[config.mk]
export PLATFORM = sky130hd
export DESIGN_NAME = egg_timer_ctrl
export DESIGN_NICKNAME = d
export VERILOG_FILES = /design/src/rtl/egg_timer_ctrl.sv
export SDC_FILE = /design/constraint.sdc
export NUM_CORES = 1
export LEC_CHECK = 0
export CAP_MARGIN = 20
export CORE_ASPECT_RATIO = 1.5
export CORE_MARGIN = 4
export CORE_UTILIZATION = 45
export DETAILED_ROUTE_END_ITERATION = 8
export MAX_ROUTING_LAYER = met4
export PLACE_DENSITY_LB_ADDON = 0.25
export SYNTH_ARGS = -nofsm -noshare
export SYNTH_HDL_FRONTEND = slang
export SYNTH_SLANG_ARGS = --single-unit
export TNS_END_PERCENT = 100
[constraint.sdc]
create_clock -name clk -period 3.6 [get_ports clk]
set_clock_uncertainty 0.15 [all_clocks]
set_input_delay 0.54 -clock clk [delete_from_list [all_inputs] [get_ports clk]]
set_output_delay 0.54 -clock clk [all_outputs]
set_load 0.02 [all_outputs]
[src/rtl/egg_timer_ctrl.sv]
// Egg timer countdown controller.
// Holds an MM:SS time as four BCD digits, lets the user set it while idle or
// paused, counts it down on divider ticks while running, and raises the alarm
// for a fixed number of seconds once the count reaches 00:00.
//
// Handshake note: every control input is a single-cycle pulse and there is no
// backpressure. A pulse is consumed on the clock edge where it is high. When
// several pulses arrive together, the lower-priority ones are dropped, in this
// order: clear > start_stop > inc_min/inc_sec > tick.
module egg_timer_ctrl #(
  parameter int TICKS_PER_SEC = 10,
  parameter int ALARM_SECS    = 5,
  parameter int SUB_W         = 4
) (
  input  logic       clk,
  input  logic       reset,
  input  logic       tick,
  input  logic       start_stop,
  input  logic       clear,
  input  logic       inc_min,
  input  logic       inc_sec,
  output logic       div_reset,
  output logic [3:0] min_tens,
  output logic [3:0] min_ones,
  output logic [3:0] sec_tens,
  output logic [3:0] sec_ones,
  output logic       running,
  output logic       alarm,
  output logic [1:0] state_dbg
);

  localparam int ALARM_LIM = ALARM_SECS * TICKS_PER_SEC;
  localparam int ALARM_W   = (ALARM_LIM > 2) ? $clog2(ALARM_LIM) : 1;

  localparam logic [SUB_W-1:0]   SUB_LAST   = SUB_W'(TICKS_PER_SEC - 1);
  localparam logic [ALARM_W-1:0] ALARM_LAST = ALARM_W'(ALARM_LIM - 1);

  typedef enum logic [1:0] {
    IDLE  = 2'd0,
    RUN   = 2'd1,
    PAUSE = 2'd2,
    ALARM = 2'd3
  } state_t;

  state_t             state, state_nx;
  logic [15:0]        time_q, time_nx;
  logic [SUB_W-1:0]   sub_cnt, sub_nx;
  logic [ALARM_W-1:0] alarm_cnt, alarm_nx;

  logic [15:0] time_inc;
  logic [15:0] time_dec;
  logic        time_zero;
  logic        dec_zero;

  // BCD arithmetic on the held time: increments for setting, one-second decrement
  always_comb begin
    time_inc = time_q;
    if (inc_sec) begin
      if (time_q[3:0] == 4'd9) begin
        time_inc[3:0] = 4'd0;
        time_inc[7:4] = (time_q[7:4] == 4'd5) ? 4'd0 : time_q[7:4] + 4'd1;
      end else begin
        time_inc[3:0] = time_q[3:0] + 4'd1;
      end
    end
    if (inc_min) begin
      if (time_q[11:8] == 4'd9) begin
        time_inc[11:8]  = 4'd0;
        time_inc[15:12] = (time_q[15:12] == 4'd9) ? 4'd0 : time_q[15:12] + 4'd1;
      end else begin
        time_inc[11:8] = time_q[11:8] + 4'd1;
      end
    end

    // Borrow chain; only used when the time is non-zero, so min_tens never underflows
    time_dec = time_q;
    if (time_q[3:0] != 4'd0) begin
      time_dec[3:0] = time_q[3:0] - 4'd1;
    end else begin
      time_dec[3:0] = 4'd9;
      if (time_q[7:4] != 4'd0) begin
        time_dec[7:4] = time_q[7:4] - 4'd1;
      end else begin
        time_dec[7:4] = 4'd5;
        if (time_q[11:8] != 4'd0) begin
          time_dec[11:8] = time_q[11:8] - 4'd1;
        end else begin
          time_dec[11:8]  = 4'd9;
          time_dec[15:12] = time_q[15:12] - 4'd1;
        end
      end
    end

    time_zero = (time_q == 16'h0000);
    dec_zero  = (time_dec == 16'h0000);
  end

  // Next-state decision, applying input priority clear > start_stop > inc > tick
  always_comb begin
    state_nx = state;
    time_nx  = time_q;
    sub_nx   = sub_cnt;
    alarm_nx = alarm_cnt;

    if (clear) begin
      state_nx = IDLE;
      time_nx  = 16'h0000;
      sub_nx   = '0;
      alarm_nx = '0;
    end else if (start_stop) begin
      case (state)
        IDLE: begin
          if (!time_zero) begin
            state_nx = RUN;
            sub_nx   = '0;
          end
        end
        RUN:   state_nx = PAUSE;
        PAUSE: state_nx = RUN;
        ALARM: begin
          state_nx = IDLE;
          alarm_nx = '0;
        end
        default: state_nx = IDLE;
      endcase
    end else if ((inc_min || inc_sec) && (state == IDLE || state == PAUSE)) begin
      time_nx = time_inc;
    end else if (tick) begin
      if (state == RUN) begin
        if (sub_cnt == SUB_LAST) begin
          sub_nx = '0;
          if (!time_zero) begin
            time_nx = time_dec;
            if (dec_zero) begin
              state_nx = ALARM;
              alarm_nx = '0;
            end
          end
        end else begin
          sub_nx = sub_cnt + 1'b1;
        end
      end else if (state == ALARM) begin
        if (alarm_cnt == ALARM_LAST) begin
          state_nx = IDLE;
          alarm_nx = '0;
        end else begin
          alarm_nx = alarm_cnt + 1'b1;
        end
      end
    end
  end

  // State, counters and registered outputs, all updated together
  always_ff @(posedge clk) begin
    if (reset) begin
      state     <= IDLE;
      time_q    <= 16'h0000;
      sub_cnt   <= '0;
      alarm_cnt <= '0;
      running   <= 1'b0;
      alarm     <= 1'b0;
      div_reset <= 1'b1;
    end else begin
      state     <= state_nx;
      time_q    <= time_nx;
      sub_cnt   <= sub_nx;
      alarm_cnt <= alarm_nx;
      running   <= (state_nx == RUN);
      alarm     <= (state_nx == ALARM);
      div_reset <= (state_nx == IDLE) || (state_nx == PAUSE);
    end
  end

  assign min_tens  = time_q[15:12];
  assign min_ones  = time_q[11:8];
  assign sec_tens  = time_q[7:4];
  assign sec_ones  = time_q[3:0];
  assign state_dbg = state;

endmodule

-- Word level (Yosys, flattened, before mapping)
Index checks and enable logic that the tools add are counted.
- add/sub/neg operators: 10
- $mul: 0
- div/mod/pow operators: 0
- order comparisons: 0
- equality and inequality tests: 24
- shift-type cells: 0
- mux-type cells: 48
- bitwise logic cells: 1
- reduce and logical (&&, ||, !) cells: 24
- operator list (kind ; number):
    two-way mux 16 bit ; 5
    two-way mux 4 bit ; 17
    two-way mux 6 bit ; 10
    zero test 16 bit ; 2
    two-way mux 8 bit ; 3
    two-way mux 2 bit ; 11
    AND reduction 7 bit ; 3
    adder 4 x 1 -> 4 bit, second input constant ; 5
    equality test 4 bit, second input constant ; 4
    subtractor 4 x 1 -> 4 bit, second input constant ; 4
    two-way mux 12 bit ; 1
    != test 2 bit, second input constant ; 6
    AND reduction 6 bit ; 2
    nonzero test 2 bit ; 6
    nonzero test 4 bit ; 3
    equality test 2 bit, second input constant ; 4
    case mux 2 bit (4 select lines) ; 1
    adder 6 x 1 -> 6 bit, second input constant ; 1
    equality test 6 bit, second input constant ; 1
    != test 2 x 1 -> 1 bit, second input constant ; 3
    != test 3 bit, second input constant ; 2
    AND reduction 5 bit ; 1
    equality test 2 x 1 -> 1 bit, second input constant ; 2
    equality test 4 x 3 -> 1 bit, second input constant ; 1
    6 further kinds ; 9
- register bits after elaboration: 31
- bits in latches: 0
- bits in writable memories: 0
- memory bits (read-only): 0
- output and inout port bits: 21
- logic and storage cells: 117
- memories kept: 0

-- Depth between registers and ports, before layout
Gate-level depths: netlist of the first run.
- depth in word-level cells: 15
- mapped depth: 9

-- Least setup slack after synthesis of the first run
Ideal clock, no wire load.
- kind: register to register
- start point: register time_q[12]
- end point: register time_q[15]
- data arrival time: 1945 ps
- required time: 3326 ps
- slack: 1381 ps
- cell stages (with the launch flop): 8
- path buffers: 0
- period minus slack after synthesis: 2219 ps
- cells stage by stage: dfxtp_1 > inv_1 > ha_1 > or3b_2 > nor2_1 > a2111oi_4 > nor4bb_1 > nor3_1
- longest elaborated chain between the ends: 9
- ends and longest elaborated chain (element ; line ; RTL):
    start, declared ; 46 ; logic [15:0] time_q, time_nx;
    start signal, assigned ; 165 ; time_q <= time_nx;
    subtractor 4 x 1 -> 4 bit ; 89 ; time_dec[15:12] = time_q[15:12] - 4'd1;
    two-way mux 4 bit ; 85 ; if (time_q[11:8] != 4'd0) begin
    two-way mux 8 bit ; 81 ; if (time_q[7:4] != 4'd0) begin
    two-way mux 12 bit ; 77 ; if (time_q[3:0] != 4'd0) begin
    two-way mux 16 bit ; 132 ; if (!time_zero) begin
    two-way mux 16 bit ; 130 ; if (sub_cnt == SUB_LAST) begin
    two-way mux 16 bit ; 129 ; if (state == RUN) begin
    two-way mux 16 bit ; 128 ; end else if (tick) begin
    two-way mux 16 bit ; 126 ; end else if ((inc_min || inc_sec) && (state == IDLE || state == PAUSE)) begin
Parallel ways exist; a longest one is shown, timed or not. The select of a mux whose other input is x is not followed.
A chain may end at the register's enable or synchronous reset.

-- Worst setup path after layout of the first run
- start point: register time_q[8]
- end point: register time_q[1]
- longest elaborated chain between the ends: 3
- ends and longest elaborated chain (element ; line ; RTL):
    zero test 16 bit ; 94 ; time_zero = (time_q == 16'h0000);
    != test 2 x 1 -> 1 bit (no line) ; -- ;
    AND reduction 6 bit (no line) ; -- ;
Every way passes these cells.

==> results of run 1 <==
-- worst max path at each step --
stage               startpoint           end  slack, ns
detailed placement  start_stop  alarm_cnt[2]       0.79
CTS                  time_q[8]     time_q[1]       0.94
finish               time_q[8]     time_q[1]       0.90
floorplan           time_q[12]    time_q[15]       1.38
global placement          tick     time_q[1]       0.85
global route         time_q[8]     time_q[1]       0.67
-- metal layers --
metal / vias to the layer above / routed length (um) / part of all wire [%]
met3: 14 / 254 / 4.1
met4: 0 / 175 / 2.8
met1: 1134 / 2660 / 43
met2: 69 / 3090 / 50
met5: - / 0 / 0
li1: 1176 / - / -
-- logic make-up (layout without fill, tap and decap cells) --
logic type / Yosys count / in the layout
AND/OR/NAND/NOR: 119 / 119
multiplexers: 8 / 8
buffers and inverters: 33 / 48
adder cells (fa/ha/maj): 9 / 9
flip-flops: 31 / 31
XOR/XNOR: 2 / 2
AO/OA/AOI/OAI: 100 / 100
-- critical path, stage by stage (launching register included) --
cell     delay [ns]
dfxtp_1        0.46
nor4_2         0.46
nand4_1        0.41
o21ai_1        0.68
nand2_1        0.17
a32o_1         0.26
-- layout make-up --
| class | count | area [um2] |
|---|---|---|
| clock inverters | 2 | 35.0 |
| fillers | 503 | 2190 |
| inverters | 10 | 37.5 |
| clock buffers | 6 | 82.6 |
| multi-input cells | 238 | 1590 |
| repair buffers | 30 | 293 |
| flip-flops and latches | 31 | 621 |
| well taps | 66 | 82.6 |
-- power by group --
part	leakage (nW)	total [mW]	internal [mW]	switching (mW)
registers	0.250	0.352	0.345	0.00677
logic	0.559	0.0962	0.0359	0.0603
clock network	0.0612	0.364	0.224	0.140
-- per-stage QoR --
step / instances / util [%]
CTS: 383 / 55.5
global route: 383 / 55.5
global placement: 375 / 53.2
floorplan: 302 / -
finish: 383 / 55.5
detailed placement: 375 / 53.2
-- cell usage after synthesis, types with 3 or more instances --
cell | count | area, um2
dfxtp_1 | 31 | 621
a21oi_1 | 22 | 110
clkbuf_1 | 18 | 67.6
nand2_1 | 17 | 63.8
o21ai_0 | 17 | 85.1
nand3_1 | 16 | 80.1
nor2_1 | 15 | 56.3
nor3_1 | 12 | 60.1
a31oi_1 | 11 | 68.8
inv_1 | 10 | 37.5
ha_1 | 9 | 113
nand2b_1 | 9 | 56.3
mux2i_1 | 8 | 80.1
o211ai_1 | 8 | 60.1
nand4_1 | 6 | 37.5
or3_1 | 6 | 37.5
or4_1 | 6 | 45.0
nand3b_1 | 5 | 37.5
nor4_1 | 5 | 31.3
a211oi_1 | 4 | 30.0
a21boi_0 | 4 | 30.0
nor3b_1 | 4 | 30.0
a211o_1 | 3 | 26.3
buf_2 | 3 | 15.0
nor2b_1 | 3 | 18.8
o21ai_1 | 3 | 15.0
o31ai_1 | 3 | 22.5
-- state kept, by name (all words and copies together), names as in the netlist --
signal and cells:
alarm 1, running 1, state_dbg 2, time_q 16, alarm_cnt 6, div_reset 1
sub_cnt 4
-- cells in the final DEF, fill, tap and decap left out, types with 3 or more instances in the layout --
| cell type | count |
|---|---|
| a211o_1 | 3 |
| nor3b_1 | 4 |
| nor2b_1 | 3 |
| clkdlybuf4s50_1 | 27 |
| mux2i_1 | 8 |
| a21oi_1 | 22 |
| o31ai_1 | 3 |
| o21ai_1 | 3 |
| nand4_1 | 6 |
| nand3b_1 | 5 |
| inv_1 | 10 |
| a211oi_1 | 4 |
| ha_1 | 9 |
| nand2_1 | 17 |
| or4_1 | 6 |
| clkbuf_8 | 6 |
| o21ai_0 | 17 |
| nor3_1 | 12 |
| nor2_1 | 15 |
| o211ai_1 | 8 |
| nor4_1 | 5 |
| buf_4 | 3 |
| dfxtp_1 | 31 |
| or3_1 | 6 |
| a21boi_0 | 4 |
| a31oi_1 | 11 |
| nand3_1 | 16 |
| nand2b_1 | 9 |
==> flow_metrics.tcl, run 1 <==
set metrics [dict create \
    die_y_um 96.4 \
    grt_pass1_wl_mm 10.5 \
    cts_tree "yes" \
    outcome "finished clean" \
    fmax_mhz 370 \
    rrSetupSlack_ns 0.90 \
    leakage_nw 0.870 \
    fin_tns_setup_ns 0 \
    fin_area_mm2 0.00274 \
    overflow 0 \
    ant_nets 0 \
    synth_compound_gate_area_share_pct 29.4 \
    tightestPinTransition_ns 0.776 \
    synth_fa_ha_area_share_pct 4.81 \
    holdPathEnd "sub_cnt[1]" \
    portBuffers 27 \
    cts_buffers 5 \
    r2r-end "time_q[1]" \
    max_slew_margin_pct 48.0 \
    ys_ff_latch 31 \
    finalSetupViolCount 0 \
    drtIter0Drc 154 \
    gp_congestion 0.902 \
    syn_to_final_growth_pct 16.8 \
    dp_hpwl_mm 4.40 \
    async_reset_ff_share_pct 0 \
    startpoint_type "register" \
    diodes 0 \
    fin_total_pwr_mw 0.812 \
    synth_edf_count 0 \
    yosys_warnings 0 \
    grt-busiest-layer "met2" \
    initial_core_util_pct 47.5 \
    hold_depth 2 \
    synth_area_mm2 0.00234 \
    grt_util_met1_pct 25.1 \
    insertion_delay_ns 0.29 \
    die_w_um 66.9 \
    io_pins 28 \
    avgSynthCellArea_um2 7.76 \
    hp-class "register to register" \
    grtUsageMet3_pct 3.27 \
    first_pass_iters 4 \
    die-area_mm2 0.00645 \
    cp.arrival_ns 2.73 \
    path_clk_slew_ns 0.07 \
    grt_pass1_vias 2271 \
    drcViolationCount 0 \
    fp-row-count 31 \
    grt_max_degree 28 \
    grtUsageMet2_pct 34.9 \
    core_mm2 0.00493 \
    fin_ws_ns 0.900 \
    power-per-cell-area_mw_per_mm2 297 \
    cts-htree-levels 2 \
    min-delay-start "sub_cnt[1]" \
    synth_xor_area_share_pct 0.748 \
    rr_worst_depth 5 \
    ys.flop_type "dfxtp_1" \
    via_count 2393 \
    synth_top_family_by_area "compound AO/OA/AOI/OAI gates" \
    cp_data_required_time_ns 3.63 \
    wl_per_cell_um 16.1 \
    synth_nets 318 \
    synth_simple_gate_area_share_pct 29.3 \
    grt_usage_pct 21.3 \
    vdd_ir_drop_max_v 0.000205 \
    antenna_found_initial 0 \
    maxSlewViolCount 0 \
    place_area_mm2 0.00262 \
    post-route-min-period_ns 2.70 \
    r2r_start "time_q[8]" \
    dp_slack_ns 0.788 \
    routed_wl_mm 6.18 \
    path_class "register to register" \
    cts_setup_buffers 0 \
    final_nets 332 \
    hold_viol 0 \
    cap_violations 0 \
    syn_inst 302 \
    vias_per_cell 6.25 \
    cp_max_fo 13 \
    cts.path.max_buffers 2 \
    synth-seq-area-share_pct 26.5 \
    endpoint_kind "register" \
    clock-sinks 31 \
    synth.distinct_cells 61 \
    rsz0062_at_grt "false" \
    post_cts_resized 0 \
    worst_hold_slack_ns 0.344 \
    drive_above_1_share_pct 6.62 \
    cts-root-buf "clkbuf_8" \
    fin_crit_sh_pct 75.0 \
    synthMuxAreaShare_pct 3.42 \
    hold_buffers 0 \
]
Note: power is estimated with default switching activity, not from simulation.
==> run 2, diff against run 1 <==
==> constraint.sdc (replaced) <==
create_clock -name clk -period 2.3 [get_ports clk]
set_clock_uncertainty 0.15 [all_clocks]
set_input_delay 0.345 -clock clk [delete_from_list [all_inputs] [get_ports clk]]
set_output_delay 0.345 -clock clk [all_outputs]
set_load 0.02 [all_outputs]
==> run 2 against run 1 <==
Effect of this change: via count up 11%; critical path depth up 1; worst setup slack worse by 0.78 ns; largest power group unchanged; global-route usage up 2.0 points; sequential power up 55%; combinational power up 100%; first-iteration DRC count down 23%.
==> flow_metrics.tcl, run 2 (synthesis results as in run 1) <==
set metrics [dict create \
    drcViolationCount 0 \
    vias_per_cell 6.12 \
    cts_tree "yes" \
    finalSetupViolCount 0 \
    critical_path.startpoint "sub_cnt[0]" \
    rrSetupSlack_ns 0.12 \
    fin_crit_sh_pct 94.8 \
    final_nets 382 \
    final_util_pct 63.7 \
    maxSlewViolCount 0 \
    hold_buffers 0 \
    rr_worst_depth 6 \
    top_register "time_q" \
    fillCellCount 449 \
    leakage_nw 1.12 \
    initial_core_util_pct 47.5 \
    wl_per_cell_um 15.7 \
    cp_cell_sequence "ha_1, and3b_2, nand4_1, or3_1, o31a_1, nor2b_1" \
    cts_buffers 5 \
    cp.arrival_ns 2.20 \
    final_common_cell "buf_4" \
    fmax_mhz 459 \
    rsz0062_at_grt "false" \
    worst_path_max_delay_cell "or3_1" \
    die_y_um 96.4 \
    drtIter0Drc 119 \
    outcome "finished clean" \
    endpoint_kind "register" \
    critPathBufInv 0 \
    cts.path.max_buffers 2 \
    drive_above_1_share_pct 20.7 \
    largest_register_ffs 16 \
    grt_pass1_wl_mm 11.4 \
    portBuffers 27 \
    antenna_found_initial 0 \
    cp_top_family "simple AND/OR/NAND/NOR gates" \
    vdd_ir_drop_max_v 0.000249 \
    core_mm2 0.00493 \
    via_count 2648 \
    io_pins 28 \
    routed_wl_mm 6.80 \
    tightestPinTransition_ns 0.479 \
    path_clk_slew_ns 0.07 \
    diodes 0 \
    r2r-end "running" \
    syn_to_final_growth_pct 34.0 \
    die-area_mm2 0.00645 \
    overflow 0 \
    first_pass_iters 4 \
    path_class "register to register" \
    dr_wl_met3_um 258 \
    met1_length_mm 2.79 \
    hp-class "register to register" \
    die_w_um 66.9 \
    fin_area_mm2 0.00314 \
    wl_met2_mm 3.55 \
    place_area_mm2 0.00300 \
    cp_num_cells 6 \
    grt_usage_pct 23.3 \
    insertion_delay_ns 0.28 \
    fp-row-count 31 \
    cp_max_fo 7 \
    hold_viol 0 \
    cts-htree-levels 2 \
    cts-root-buf "clkbuf_8" \
    layout.cells.most_common_list "52 x buf_4, 30 x dfxtp_1, 27 x clkdlybuf4s50_1, 22 x a21oi_1" \
    power-per-cell-area_mw_per_mm2 417 \
    max_slew_margin_pct 67.9 \
    grt_max_degree 14 \
    gp_congestion 0.903 \
    grt_pass1_vias 2556 \
    top_layer "met4" \
    cp_data_required_time_ns 2.32 \
    ant_nets 0 \
    post-route-min-period_ns 2.18 \
    clock-sinks 31 \
    cap_violations 0 \
    startpoint_type "register" \
    cp-endpoint "running" \
    dp_hpwl_mm 5.18 \
    slowest_delay_ns 0.47 \
    layout_top_registers "time_q (16), alarm_cnt (6), sub_cnt (4)" \
    r2r_start "sub_cnt[0]" \
]
[run 2: cell type report]
cell class | count | area [um2] | area share (%)
clock buffers | 6 | 82.6 | 2.63
clock inverters | 2 | 35.0 | 1.12
inverters | 10 | 37.5 | 1.20
multi-input cells | 238 | 1600 | 50.9
flip-flops and latches | 31 | 622 | 19.8
well taps | 66 | 82.6 | 2.63
repair buffers | 80 | 681 | 21.7
[run 2: how the worst min path moves through the flow]
stage                     depth (start not counted)  startpoint  slack (ns)    endpoint
after floorplan                                   2  sub_cnt[3]        0.31  sub_cnt[3]
after global placement                            2  sub_cnt[3]        0.32  sub_cnt[3]
after detailed placement                          2  sub_cnt[1]        0.34  sub_cnt[1]
after CTS                                         2  sub_cnt[1]        0.34  sub_cnt[1]
after global routing                              2  sub_cnt[1]        0.38  sub_cnt[1]
final                                             2  sub_cnt[1]        0.34  sub_cnt[1]
[run 2: layer usage]
layer  GRT usage, %  vias to the layer above
li1               -                     1283
met1           24.8                     1274
met2           40.8                       75
met3           3.62                       16
met4           12.4                        0
met5              -                        -
[run 2: worst min-delay path, stage by stage, from the launching register on]
cell,delay (ns)
dfxtp_1,0.34
nand2_1,0.06
a21oi_1,0.05
[run 2: metrics by stage]
| stage | setup WS [ns] | total power, mW | setup TNS (ns) | hold slack, ns | instances |
|---|---|---|---|---|---|
| after floorplan | 0.0808 | 0.663 | 0 | 0.307 | 302 |
| after global placement | 0.00129 | 0.746 | 0 | 0.318 | 424 |
| after detailed placement | -0.0376 | 0.748 | -0.112 | 0.335 | 424 |
| after CTS | 0.0708 | 1.31 | 0 | 0.343 | 432 |
| after global routing | 0.0296 | 1.36 | 0 | 0.381 | 433 |
| final | 0.120 | 1.31 | 0 | 0.342 | 433 |
[run 2: power breakdown]
group | switching, mW | internal (mW)
combinational | 0.109 | 0.0873
sequential | 0.00441 | 0.541
clock | 0.218 | 0.351
[run 2: what timing repair did]
action	CTS	global route
endpoints found under the setup margin	0	12
gates resized for setup	0	6
setup buffers	0	1
